--- src/rtl/tcm_port_arb_if.sv ---
// One requester's TCM access channel: request/payload from the master,
// grant and read return from the arbiter.
interface tcm_port_arb_if #(
  parameter int unsigned ADDR_W = 14
) ();
  logic              req;
  logic              we;
  logic [ADDR_W-1:0] addr;
  logic [31:0]       wdata;
  logic [3:0]        wstrb;
  logic              gnt;
  logic              rvalid;
  logic [31:0]       rdata;

  modport master (
    output req, we, addr, wdata, wstrb,
    input  gnt, rvalid, rdata
  );

  modport slave (
    input  req, we, addr, wdata, wstrb,
    output gnt, rvalid, rdata
  );
endinterface

--- src/rtl/tcm_port_arb.sv ---
// Shares the single-port TCM between the CPU data port (p0) and the AXI bridge (p1).
// Fixed priority to p0 with a bounded-wait override for p1, plus a contention counter.
module tcm_port_arb #(
  parameter int unsigned ADDR_W   = 14,
  parameter int unsigned MAX_WAIT = 4,
  parameter int unsigned CNT_W    = 32
) (
  input  logic              clk_i,
  input  logic              rst_i,
  tcm_port_arb_if.slave     p0,
  tcm_port_arb_if.slave     p1,
  output logic              ram_en_o,
  output logic [3:0]        ram_we_o,
  output logic [ADDR_W-1:0] ram_addr_o,
  output logic [31:0]       ram_wdata_o,
  input  logic [31:0]       ram_rdata_i,
  output logic [CNT_W-1:0]  conflict_cnt_o
);

  localparam logic [3:0] MaxWait = 4'(MAX_WAIT);

  logic [3:0]       wait_q, wait_d;
  logic [1:0]       rd_tag_q, rd_tag_d;  // {valid, port id}
  logic [CNT_W-1:0] cnt_q, cnt_d;
  logic             gnt0, gnt1, win_we;
  logic             rv0, rv1;

  always_comb begin
    gnt1 = ~rst_i & p1.req & (~p0.req | (wait_q == MaxWait));
    gnt0 = ~rst_i & p0.req & ~gnt1;

    ram_en_o    = gnt0 | gnt1;
    ram_we_o    = 4'b0000;
    ram_addr_o  = '0;
    ram_wdata_o = '0;
    win_we      = 1'b0;
    if (gnt1) begin
      win_we      = p1.we;
      ram_addr_o  = p1.addr;
      ram_wdata_o = p1.wdata;
      ram_we_o    = p1.we ? p1.wstrb : 4'b0000;
    end else if (gnt0) begin
      win_we      = p0.we;
      ram_addr_o  = p0.addr;
      ram_wdata_o = p0.wdata;
      ram_we_o    = p0.we ? p0.wstrb : 4'b0000;
    end

    wait_d = 4'd0;
    if (p1.req && !gnt1) begin
      wait_d = (wait_q < MaxWait) ? wait_q + 4'd1 : MaxWait;
    end

    rd_tag_d = {ram_en_o & ~win_we, gnt1};

    cnt_d = cnt_q;
    if (p0.req && p1.req && (cnt_q != {CNT_W{1'b1}})) begin
      cnt_d = cnt_q + 1'b1;
    end
  end

  always_ff @(posedge clk_i) begin
    if (rst_i) begin
      wait_q   <= 4'd0;
      rd_tag_q <= 2'b00;
      cnt_q    <= '0;
    end else begin
      wait_q   <= wait_d;
      rd_tag_q <= rd_tag_d;
      cnt_q    <= cnt_d;
    end
  end

  // Masked by rst_i so a read tagged just before reset never returns.
  assign rv0 = rd_tag_q[1] & ~rd_tag_q[0] & ~rst_i;
  assign rv1 = rd_tag_q[1] &  rd_tag_q[0] & ~rst_i;

  assign p0.gnt    = gnt0;
  assign p1.gnt    = gnt1;
  assign p0.rvalid = rv0;
  assign p1.rvalid = rv1;
  assign p0.rdata  = rv0 ? ram_rdata_i : 32'h0;
  assign p1.rdata  = rv1 ? ram_rdata_i : 32'h0;

  assign conflict_cnt_o = cnt_q;

endmodule

--- src/flat_wrapper.sv ---
// flat-port wrapper written by rule: the top's interface ports become plain ports
module tcm_port_arb_flat 
#(
  parameter int unsigned ADDR_W   = 14,
  parameter int unsigned MAX_WAIT = 4,
  parameter int unsigned CNT_W    = 32
)
  (clk_i, rst_i, ram_en_o, ram_we_o, ram_addr_o, ram_wdata_o, ram_rdata_i, conflict_cnt_o, p0_req, p0_we, p0_addr, p0_wdata, p0_wstrb, p0_gnt, p0_rvalid, p0_rdata, p1_req, p1_we, p1_addr, p1_wdata, p1_wstrb, p1_gnt, p1_rvalid, p1_rdata);
  tcm_port_arb_if #(.ADDR_W(ADDR_W)) p0_i ();
  tcm_port_arb_if #(.ADDR_W(ADDR_W)) p1_i ();
  input  logic clk_i;
  input  logic rst_i;
  output logic ram_en_o;
  output logic [3:0] ram_we_o;
  output logic [ADDR_W-1:0] ram_addr_o;
  output logic [31:0] ram_wdata_o;
  input  logic [31:0] ram_rdata_i;
  output logic [CNT_W-1:0] conflict_cnt_o;
  input wire logic [$bits(p0_i.req)-1:0] p0_req;
  input wire logic [$bits(p0_i.we)-1:0] p0_we;
  input wire logic [$bits(p0_i.addr)-1:0] p0_addr;
  input wire logic [$bits(p0_i.wdata)-1:0] p0_wdata;
  input wire logic [$bits(p0_i.wstrb)-1:0] p0_wstrb;
  output wire logic [$bits(p0_i.gnt)-1:0] p0_gnt;
  output wire logic [$bits(p0_i.rvalid)-1:0] p0_rvalid;
  output wire logic [$bits(p0_i.rdata)-1:0] p0_rdata;
  input wire logic [$bits(p1_i.req)-1:0] p1_req;
  input wire logic [$bits(p1_i.we)-1:0] p1_we;
  input wire logic [$bits(p1_i.addr)-1:0] p1_addr;
  input wire logic [$bits(p1_i.wdata)-1:0] p1_wdata;
  input wire logic [$bits(p1_i.wstrb)-1:0] p1_wstrb;
  output wire logic [$bits(p1_i.gnt)-1:0] p1_gnt;
  output wire logic [$bits(p1_i.rvalid)-1:0] p1_rvalid;
  output wire logic [$bits(p1_i.rdata)-1:0] p1_rdata;
  assign p0_i.req = p0_req;
  assign p0_i.we = p0_we;
  assign p0_i.addr = p0_addr;
  assign p0_i.wdata = p0_wdata;
  assign p0_i.wstrb = p0_wstrb;
  assign p0_gnt = p0_i.gnt;
  assign p0_rvalid = p0_i.rvalid;
  assign p0_rdata = p0_i.rdata;
  assign p1_i.req = p1_req;
  assign p1_i.we = p1_we;
  assign p1_i.addr = p1_addr;
  assign p1_i.wdata = p1_wdata;
  assign p1_i.wstrb = p1_wstrb;
  assign p1_gnt = p1_i.gnt;
  assign p1_rvalid = p1_i.rvalid;
  assign p1_rdata = p1_i.rdata;
  tcm_port_arb #(.ADDR_W(ADDR_W), .MAX_WAIT(MAX_WAIT), .CNT_W(CNT_W)) u_core (.clk_i(clk_i), .rst_i(rst_i), .p0(p0_i), .p1(p1_i), .ram_en_o(ram_en_o), .ram_we_o(ram_we_o), .ram_addr_o(ram_addr_o), .ram_wdata_o(ram_wdata_o), .ram_rdata_i(ram_rdata_i), .conflict_cnt_o(conflict_cnt_o));
endmodule
--- config.mk ---
export PLATFORM = sky130hd
export DESIGN_NAME = tcm_port_arb_flat
export DESIGN_NICKNAME = d
export VERILOG_FILES = /design/src/rtl/tcm_port_arb_if.sv /design/src/rtl/tcm_port_arb.sv /design/src/flat_wrapper.sv
export SDC_FILE = /design/constraint.sdc
export NUM_CORES = 1
export LEC_CHECK = 0
export ABC_AREA = 1
export CAP_MARGIN = 25
export CORE_AREA = 2 2 112 114
export CTS_BUF_LIST = sky130_fd_sc_hd__clkbuf_4 sky130_fd_sc_hd__clkbuf_8
export DETAILED_ROUTE_END_ITERATION = 6
export DIE_AREA = 0 0 114 116
export PLACE_DENSITY = 0.78
export SLEW_MARGIN = 10
export SYNTH_ARGS = -nofsm -noshare
export SYNTH_HDL_FRONTEND = slang
export SYNTH_SLANG_ARGS = --single-unit
--- constraint.sdc ---
create_clock -name clk_i -period 3.85 [get_ports clk_i]
set_clock_uncertainty 0.1 [all_clocks]
set_input_delay 0.385 -clock clk_i [delete_from_list [all_inputs] [get_ports clk_i]]
set_output_delay 0.385 -clock clk_i [all_outputs]
set_load 0.1 [all_outputs]
==> run summary <==
Total gr overflow - 0
Measured slew at the worst slew-check pin - 1.02 ns
Syn Std Cell Area - 3270 sq um
Clock latency on the worst-skew pair - 0.30 ns
Layout overhead on the synthesized area - 116%
Hold path depth - 1
Period utilization - 82.8%
Cell family with most CP delay - buffers and inverters
Pwr/cell area - 214 nW/um^2
Status - completed
# DRC - 0
Most frequent cells in the layout - 169 x clkdlybuf4s50_1, 144 x nor2_1, 92 x nand2_1, 83 x buf_12, 72 x inv_1
Synth Area per Inst - 6.12 sq um
Max_slew headroom - 31.9%
Vias per cell - 4.78
Period minus WS final - 3.19 ns
Starting density of the core - 27.5%
Antenna-violating nets left - 0
Area share of fa/ha/maj cells after synthesis - 1.15%
Routability cong. - 0.906
Yosys cell types - 29
CTS buffer count - 5
Max incr delay on CP - 0.66 ns
Final Util - 59.3%
Max-cap viol count - 0
P_sw - 0.000670 W
Yosys warnings - 0
Fmax achieved - 314 MHz
Nets - 950
I/O pin cnt - 289
Slowest CP cell - clkdlybuf4s50_1
Die Y - 116 um
Die area - 13200 sq um
Placed Cells - 948
Largest net degree at the start of global routing - 49
Worst path bufs/invs - 3
Setup TNS - 0 ns
All-Layer GR Usage - 24.7%
Routed vias - 4586
Max clock buf depth - 2
Reg2reg path depth - 10
Final std cells w/o fill - 959
Buffer type at the clock tree root - clkbuf_8
Post-Synthesis Cells - 534
Crit Path Class - primary input to output port
Mux cell area share after synthesis - 0%
Register area share after synthesis - 23.3%
CTS tree - built
LEAKAGE - 3.01 nW
Worst EP arrival - 2.70 ns
Final hold violations - 0
Final instance area - 7070 sq um
Most used cell, CP - nand2_1
Worst vdd ir - 150 uV
First-pass GRT wire length - 24600 um
CP Max Fanout - 48
Post-synth net total - 675
Critical path depth in cells - 7
# port buffers - 288
RSZ-0062 raised after global routing - no
Commonest non-fill, non-tap cell in the layout - clkdlybuf4s50_1
DRT iter0 DRCs - 308
Clock power frac - 19.0%
Estimated wirelength of the detail-placed design - 14600 um
Xor/xnor share of the synthesized area - 0.268%
Vias in the first global route - 4414
Cell Area, Placed - 6950 sq um
CORE AREA - 11900 sq um
Post-CTS Setup Inserts - 0
HP Class - flip-flop to flip-flop
Complex-gate fraction of the synthesized area - 17.3%
Initial antenna violation count - 3
Reg power frac - 26.5%
Largest family of logic cells by synthesized area - simple AND/OR/NAND/NOR gates
CP Cell Sequence - clkdlybuf4s50_1 -> nor2_1 -> nand2_1 -> nand2_1 -> inv_2 -> a22o_1 -> buf_12
CP Capture Type - output port
Switching Fraction - 44.4%
Hold_buf cts - 0
Share of cells above drive strength 1 - 22.0%
WL per Instance - 17.9 um
H-tree lvl count - 2
Routed WL - 17200 um
Internal - 0.000840 W
Die X - 114 um
Reg clk slew, reported paths - 0.07 ns
Slew Limit Fails - 0
CP Launch Type - primary input
Setup violators final - 0
FP Rows - 40
Clk sink count - 38
Simple-gate area share of the yosys netlist - 43.9%
Initial DRT Pass Iterations - 4
Critical Path RT - 3.37 ns
Yosys reg bits - 38
Post-CTS Resized - 0
Comb pwr share - 54.5%
-- Yosys cell counts (all sizes together) --
| cell type | n | share of area [%] |
|---|---|---|
| conb | 1 | 0.11 |
| and2 | 1 | 0.19 |
| o21ai | 4 | 0.61 |
| clkinv | 1 | 0.15 |
| xor2 | 1 | 0.27 |
| nor4 | 1 | 0.19 |
| nand3 | 36 | 7.7 |
| buf | 17 | 4.1 |
| clkbuf | 7 | 0.80 |
| nor3 | 7 | 1.1 |
| nand4 | 8 | 1.5 |
| nor2 | 156 | 20 |
| a22o | 46 | 12 |
| a21oi | 25 | 4.4 |
| inv | 78 | 9.0 |
| ha | 3 | 1.1 |
| dfxtp | 38 | 23 |
| nand3b | 2 | 0.57 |
| nand2 | 102 | 12 |
-- per-stage QoR --
stage	power [W]	hold WS, ns	worst slack (ns)
2_1_floorplan	0.000870	0.317	-0.221
3_3_place_gp	0.00123	0.329	0.656
3_5_place_dp	0.00123	0.341	0.654
4_1_cts	0.00152	0.359	0.637
5_1_grt	0.00156	0.385	0.445
6_report	0.00151	0.356	0.661
-- logic make-up (layout without fill, tap and decap cells) --
family,count (synthesis),count (layout)
other,1,3
AO/OA/AOI/OAI,75,75
XOR/XNOR,1,1
buffers and inverters,103,379
AND/OR/NAND/NOR,313,313
adder cells (fa/ha/maj),3,3
flip-flops,38,38
-- registers in the layout, indices dropped and copies added, names as in the netlist --
name / count
u_core.conflict_cnt_o: 32
u_core.wait_q: 4
u_core.rd_tag_q: 2
-- power groups by stage --
stage               Combinational, W  Clock, W  Sequential (W)
CTS                         0.000824  0.000292        0.000400
finish                      0.000823  0.000287        0.000400
detailed placement          0.000821         0        0.000410
global route                0.000849  0.000308        0.000401
floorplan                   0.000450         0        0.000420
global placement            0.000819         0        0.000409
-- layout make-up --
type                            instances  area, sq um
Fill cell                            1066         4840
Timing Repair Buffer                  292         3670
Multi-Input combinational cell        393         2060
Sequential cell                        38          761
Inverter                               79          298
Tap cell                              147          184
Clock buffer                            6         76.3
Clock inverter                          2         13.8
Antenna cell                            2         5.00
-- metal layers --
metal,track usage [%],vias up,part of all wire (%)
li1,-,2246,-
met1,28.6,2098,37
met2,42.2,207,50
met3,8.16,33,9.0
met4,9.84,2,4.0
met5,0,-,0.081
-- final timing paths --
check,slack [ns],to,start
worst min-delay path,0.36,u_core.wait_q[0],u_core.wait_q[0]
worst max-delay path,0.66,ram_addr_o[13],rst_i
worst min register to register,0.36,u_core.wait_q[0],u_core.wait_q[0]
worst max register to register,1.68,u_core.conflict_cnt_o[0],u_core.conflict_cnt_o[0]
(Power assumes the default switching activity.)
